**src/rtl/seg7_scan.sv**
```systemverilog
// Four-digit multiplexed seven-segment driver: frame-latched shadow copy of the
// packed segment word, per-slot anti-ghosting blank window and 3-bit brightness PWM.
module seg7_scan #(
    parameter int REFRESH_DIV    = 50000,
    parameter int BLANK_CYCLES   = 500,
    parameter int AN_ACTIVE_LOW  = 1,
    parameter int SEG_ACTIVE_LOW = 1
) (
    input  logic        clk,
    input  logic        rst,
    input  logic [27:0] display,
    input  logic        enable,
    input  logic [2:0]  brightness,
    output logic [3:0]  an,
    output logic [6:0]  seg,
    output logic        frame_tick
);

    localparam int CNT_W = $clog2(REFRESH_DIV);
    localparam logic [CNT_W-1:0] CNT_LAST  = CNT_W'(REFRESH_DIV - 1);
    localparam logic [CNT_W-1:0] CNT_ONE   = CNT_W'(1);
    localparam logic [CNT_W-1:0] BLANK_END = CNT_W'(BLANK_CYCLES);
    localparam logic [3:0] AN_OFF  = (AN_ACTIVE_LOW != 0)  ? 4'hF  : 4'h0;
    localparam logic [6:0] SEG_OFF = (SEG_ACTIVE_LOW != 0) ? 7'h7F : 7'h00;

    localparam logic [1:0] ST_IDLE  = 2'd0;
    localparam logic [1:0] ST_BLANK = 2'd1;
    localparam logic [1:0] ST_LIT   = 2'd2;

    logic [1:0]       st_q, st_d;
    logic [1:0]       idx_q, idx_d;
    logic [CNT_W-1:0] cnt_q, cnt_d;
    logic [2:0]       pwm_q, pwm_d;
    logic [27:0]      shadow_q, shadow_d;
    logic             frame_tick_q, frame_tick_d;
    logic [3:0]       an_q, an_d;
    logic [6:0]       seg_q, seg_d;
    logic [6:0]       digit_seg;
    logic             lit;

    // NOTE: every always_comb output gets a default first so no path leaves it unassigned (no latches).
    always_comb begin
        st_d         = st_q;
        idx_d        = idx_q;
        cnt_d        = cnt_q;
        shadow_d     = shadow_q;
        frame_tick_d = 1'b0;
        pwm_d        = pwm_q + 3'd1;

        if (!enable) begin
            st_d  = ST_IDLE;
            cnt_d = '0;
            idx_d = 2'd0;
        end else begin
            if (st_q == ST_IDLE) begin
                cnt_d        = '0;
                idx_d        = 2'd0;
                shadow_d     = display;
                frame_tick_d = 1'b1;
            end else if (cnt_q == CNT_LAST) begin
                cnt_d = '0;
                idx_d = idx_q + 2'd1;
                // Frame boundary: the only point besides IDLE exit where display is sampled.
                if (idx_q == 2'd3) begin
                    shadow_d     = display;
                    frame_tick_d = 1'b1;
                end
            end else begin
                cnt_d = cnt_q + CNT_ONE;
            end
            st_d = (cnt_d < BLANK_END) ? ST_BLANK : ST_LIT;
        end
    end

    always_comb begin
        digit_seg = shadow_q[6:0];
        case (idx_q)
            2'd1:    digit_seg = shadow_q[13:7];
            2'd2:    digit_seg = shadow_q[20:14];
            2'd3:    digit_seg = shadow_q[27:21];
            default: digit_seg = shadow_q[6:0];
        endcase
    end

    // Output pins are a registered function of the current state, hence one cycle behind it.
    assign lit   = (st_q == ST_LIT) && (pwm_q <= brightness);
    assign an_d  = (lit ? (4'b0001 << idx_q) : 4'b0000) ^ AN_OFF;
    assign seg_d = (lit ? digit_seg : 7'b0000000) ^ SEG_OFF;

    // NOTE: non-blocking assignments for all state so every flop samples pre-edge values.
    always_ff @(posedge clk or posedge rst) begin
        if (rst) begin
            st_q         <= ST_IDLE;
            idx_q        <= 2'd0;
            cnt_q        <= '0;
            pwm_q        <= 3'd0;
            shadow_q     <= 28'd0;
            frame_tick_q <= 1'b0;
            an_q         <= AN_OFF;
            seg_q        <= SEG_OFF;
        end else begin
            st_q         <= st_d;
            idx_q        <= idx_d;
            cnt_q        <= cnt_d;
            pwm_q        <= pwm_d;
            shadow_q     <= shadow_d;
            frame_tick_q <= frame_tick_d;
            an_q         <= an_d;
            seg_q        <= seg_d;
        end
    end

    assign an         = an_q;
    assign seg        = seg_q;
    assign frame_tick = frame_tick_q;

endmodule

```
**config.mk**
```make
export PLATFORM = sky130hd
export DESIGN_NAME = seg7_scan
export DESIGN_NICKNAME = d
export VERILOG_FILES = /design/src/rtl/seg7_scan.sv
export SDC_FILE = /design/constraint.sdc
export NUM_CORES = 1
export LEC_CHECK = 0
export ABC_AREA = 1
export BUFFER_PORTS_ARGS = -buffer_cell sky130_fd_sc_hd__buf_2
export CAP_MARGIN = 5
export CORE_MARGIN = 1
export CORE_UTILIZATION = 45
export CTS_BUF_LIST = sky130_fd_sc_hd__clkbuf_16
export CTS_CLUSTER_SIZE = 14
export DETAILED_ROUTE_END_ITERATION = 7
export GPL_TIMING_DRIVEN = 0
export PLACE_DENSITY = 0.64
export SLEW_MARGIN = 5
export SYNTH_ARGS = -nofsm -noshare
export SYNTH_HDL_FRONTEND = slang
export SYNTH_SLANG_ARGS = --single-unit
```
**constraint.sdc**
```tcl
create_clock -name clk -period 3.3 [get_ports clk]
set_input_delay 0.33 -clock clk [delete_from_list [all_inputs] [get_ports clk]]
set_output_delay 0.33 -clock clk [all_outputs]
set_load 0.01 [all_outputs]
```
==> run_results.csv <==
group,metric,value,unit
outcome,run_status,"finished clean",
yosys,syn_nets,419,
die,die-area,0.007180,sq mm
yosys,synth-compound-area-share,4.752,%
setup_path,worstPathRequired,3.49,ns
yosys,synth_area_per_cell,8.215,sq um
setup_path,crit_fanout,5,
grt,grt_max_degree,35,
setup_path,path_cells,"ha_1 -> nand2_1 -> nor2_1 -> nand3_1 -> nand3_1 -> nor2_1 -> nand3_1 -> nand2_1 -> nor2_1 -> nor2_1",
yosys,synth_area,0.003080,sq mm
yosys,ys_ff_latch,63,
route,vias,2540,
route,dr.pass1.iters,6,
placed_design,globalplace.congestion,0.8833,
yosys,syn_inst,375,
yosys,yosys_warnings,0,
route,antenna_left,0,
grt,antenna_found_initial,0,
yosys,synth_top_family_by_area,"simple AND/OR/NAND/NOR gates",
sta,hold_violations,0,
yosys,ys_types,25,
yosys,synth_xor_xnor_area_share,1.137,%
sta,tightest_slew,0.6688,ns
pwr,p_leak,1.811,nW
yosys,synth-simple-area-share,32.05,%
setup_path,crit_path_top_delay_cell,"dfrtp_1",
setup_path,cp_common_cell,"nor2_1",
die,initial_core_util,47.43,%
sta,rsz0062_at_grt,"no",
route,viasPerCell,4.942,
pwr,clockPowerShare,48.1,%
clocking,post_cts_buffers,0,
pwr,p_comb_share,7.7,%
pwr,cell_internal_pwr,1.476,mW
clocking,clock-sinks,63,
yosys,synthAdderAreaFrac,4.062,%
min_path,hold_class,"input pin to asynchronous set/reset pin",
route,wire_per_inst,13.10,microns
yosys,synth_top_cells_by_area,"dfrtp_1 42%, nand2_1 17%, dfstp_2 9.4%",
yosys,yosysMostFrequentCell,"nand2_1",
clocking,htree_levels,3,
die,io-pin-count,46,
sta,skew,0.007501,ns
clocking,hold_buffers,0,
sta,fin_ws,1.418,ns
setup_path,worstSetupPathType,"register to register",
pwr,p_seq_share,44.3,%
run,drv_cap,0,
setup_path,endpoint_kind,"register",
setup_path,slowest_delay,0.41,ns
cells_and_area,syn2layout_area_growth,20.76,%
grt,grt_pass1_wl,11550,microns
sta,slew_violations,0,
placed_design,postPlaceCellArea,0.003422,sq mm
yosys,seq_area_frac_synth,51.62,%
pwr,vdd_drop_max,0.2656,mV
grt,grt.overflow.total,0,
clocking,cts_tree,"yes",
placed_design,dpl_worst_slack,1.375,ns
route,drc,0,
yosys,async_flop_share,100.0,%
clocking,numCtsBuffers,9,
grt,track_usage,21.05,%
sta,period_share,57.03,%
die,core_region_area,0.006495,sq mm
setup_path,critPathLaunchType,"register",
yosys,synthTopCellsByCount,"142 x nand2_1, 52 x dfrtp_1, 42 x nor2_1",
sta,fin_setup_tns,0,ns
clocking,cts_root_buf,"clkbuf_16",
sta,setup_viol,0,
yosys,synth_mux_area_share,0,%
setup_path,crit_arrival,2.07,ns
sta,final.min_clock_period,1.882,ns
die,num_rows,29,
cells_and_area,utilization,57.27,%
grt,first_global_vias,2385,
die,dieHeight,84.74,microns
placed_design,port_buffers,45,
clocking,clk_path_buf_depth,2,
cells_and_area,layout-drive-gt1-share,21.74,%
cells_and_area,final_area,0.003720,sq mm
sta,holdWs,0.1008,ns
pwr,power.switching,0.4807,mW
clocking,clkTransAtPathRegs,0.06,ns
yosys,synth_top_area_cell,"dfrtp_1",
placed_design,post-dp-hpwl,4894,microns
yosys,synth_edf_count,0,
sta,slew-limit-headroom,55.35,%
pwr,switching_share,24.57,%
yosys,yosys_most_used_dff,"dfrtp_1",
yosys,synth_top_cell_area_share,42.24,%
route,routed_wl,6735,microns
pwr,p_per_area,525.9,mW/mm^2
die,die_w,84.74,microns
sta,max_freq,531.4,MHz
setup_path,worstRegToRegCells,10,
cells_and_area,fin_nets,476,
route,first_iter_violations,168,
cells_and_area,diodes,0,
clocking,cts_resized,0,
clocking,clkLatencyLatePin,0.33,ns
-- registers in the layout, indices dropped and copies added, names as in the netlist --
signal and cells:
seg 7, st_q 2, frame_tick 1, shadow_q 28
cnt_q 16, an 4, pwm_q 3, idx_q 2
-- critical path, delay by kind of cell, from the launching register on --
family	cells	cell delay, ns
DFF	1	0.41
and+or+nand+nor	9	1.03
adders and majority gates	1	0.29
-- power by group through the flow --
stage | combinational [mW] | clock, mW | sequential, mW
floorplan | 0.0993 | 0 | 0.870
global placement | 0.145 | 0 | 0.876
detailed placement | 0.152 | 0 | 0.878
CTS | 0.153 | 0.948 | 0.865
global route | 0.177 | 0.997 | 0.873
finish | 0.150 | 0.941 | 0.866
-- per-stage QoR --
| stage | instances | power, mW |
|---|---|---|
| 5_1_grt | 514 | 2.047 |
| 6_report | 514 | 1.956 |
| 3_3_place_gp | 497 | 1.022 |
| 4_1_cts | 514 | 1.966 |
| 3_5_place_dp | 498 | 1.030 |
| 2_1_floorplan | 375 | 0.9695 |
-- cell usage in the layout, fill, tap and decap left out, drive strengths merged, types with 2 or more instances in the layout --
cell type | netlist | final
a21oi | 11 | 11
dfstp | 11 | 11
buf | 7 | 53
nand4 | 8 | 8
dfrtp | 52 | 52
nand3 | 31 | 31
o21ai | 4 | 4
clkbuf | 6 | 15
o211ai | 7 | 7
nor3 | 2 | 2
nand2 | 145 | 145
inv | 28 | 29
ha | 10 | 10
clkinvlp | 0 | 4
xnor2 | 3 | 3
nor2 | 48 | 48
-- worst paths after layout --
| check | end | slack (ns) | from |
|---|---|---|---|
| max reg2reg | st_q[1] | 1.42 | cnt_q[0] |
| min in group clk | shadow_q[18] | 0.19 | display[18] |
| max | st_q[1] | 1.42 | cnt_q[0] |
| min | cnt_q[14] | 0.10 | rst |
| max in group asynchronous | an[2] | 2.53 | rst |
| min reg2reg | seg[1] | 0.43 | shadow_q[1] |
-- per-layer routing --
metal | routed length [microns] | track usage (%)
met4 | 89 | 8.629
met2 | 2816 | 29.71
met5 | 0 | 0
met3 | 286 | 3.933
met1 | 3543 | 31.74
-- kinds of logic after synthesis --
group,Yosys count
buffers and inverters,41
and+or+nand+nor,234
AOI/OAI and AO/OA,23
xor gates and xnor gates,4
DFF,63
adders and majority gates,10
-- area by class of cell --
cell class | instances | area, sq um
Fill cell | 600 | 2775
Sequential cell | 63 | 1590
Multi-Input combinational cell | 271 | 1294
Timing Repair Buffer | 46 | 245.2
Clock buffer | 9 | 225.2
Inverter | 28 | 105.1
Tap cell | 77 | 96.34
Buffer | 13 | 91.34
Clock inverter | 7 | 72.57
No activity file was read; power rests on OpenSTA's default activity.
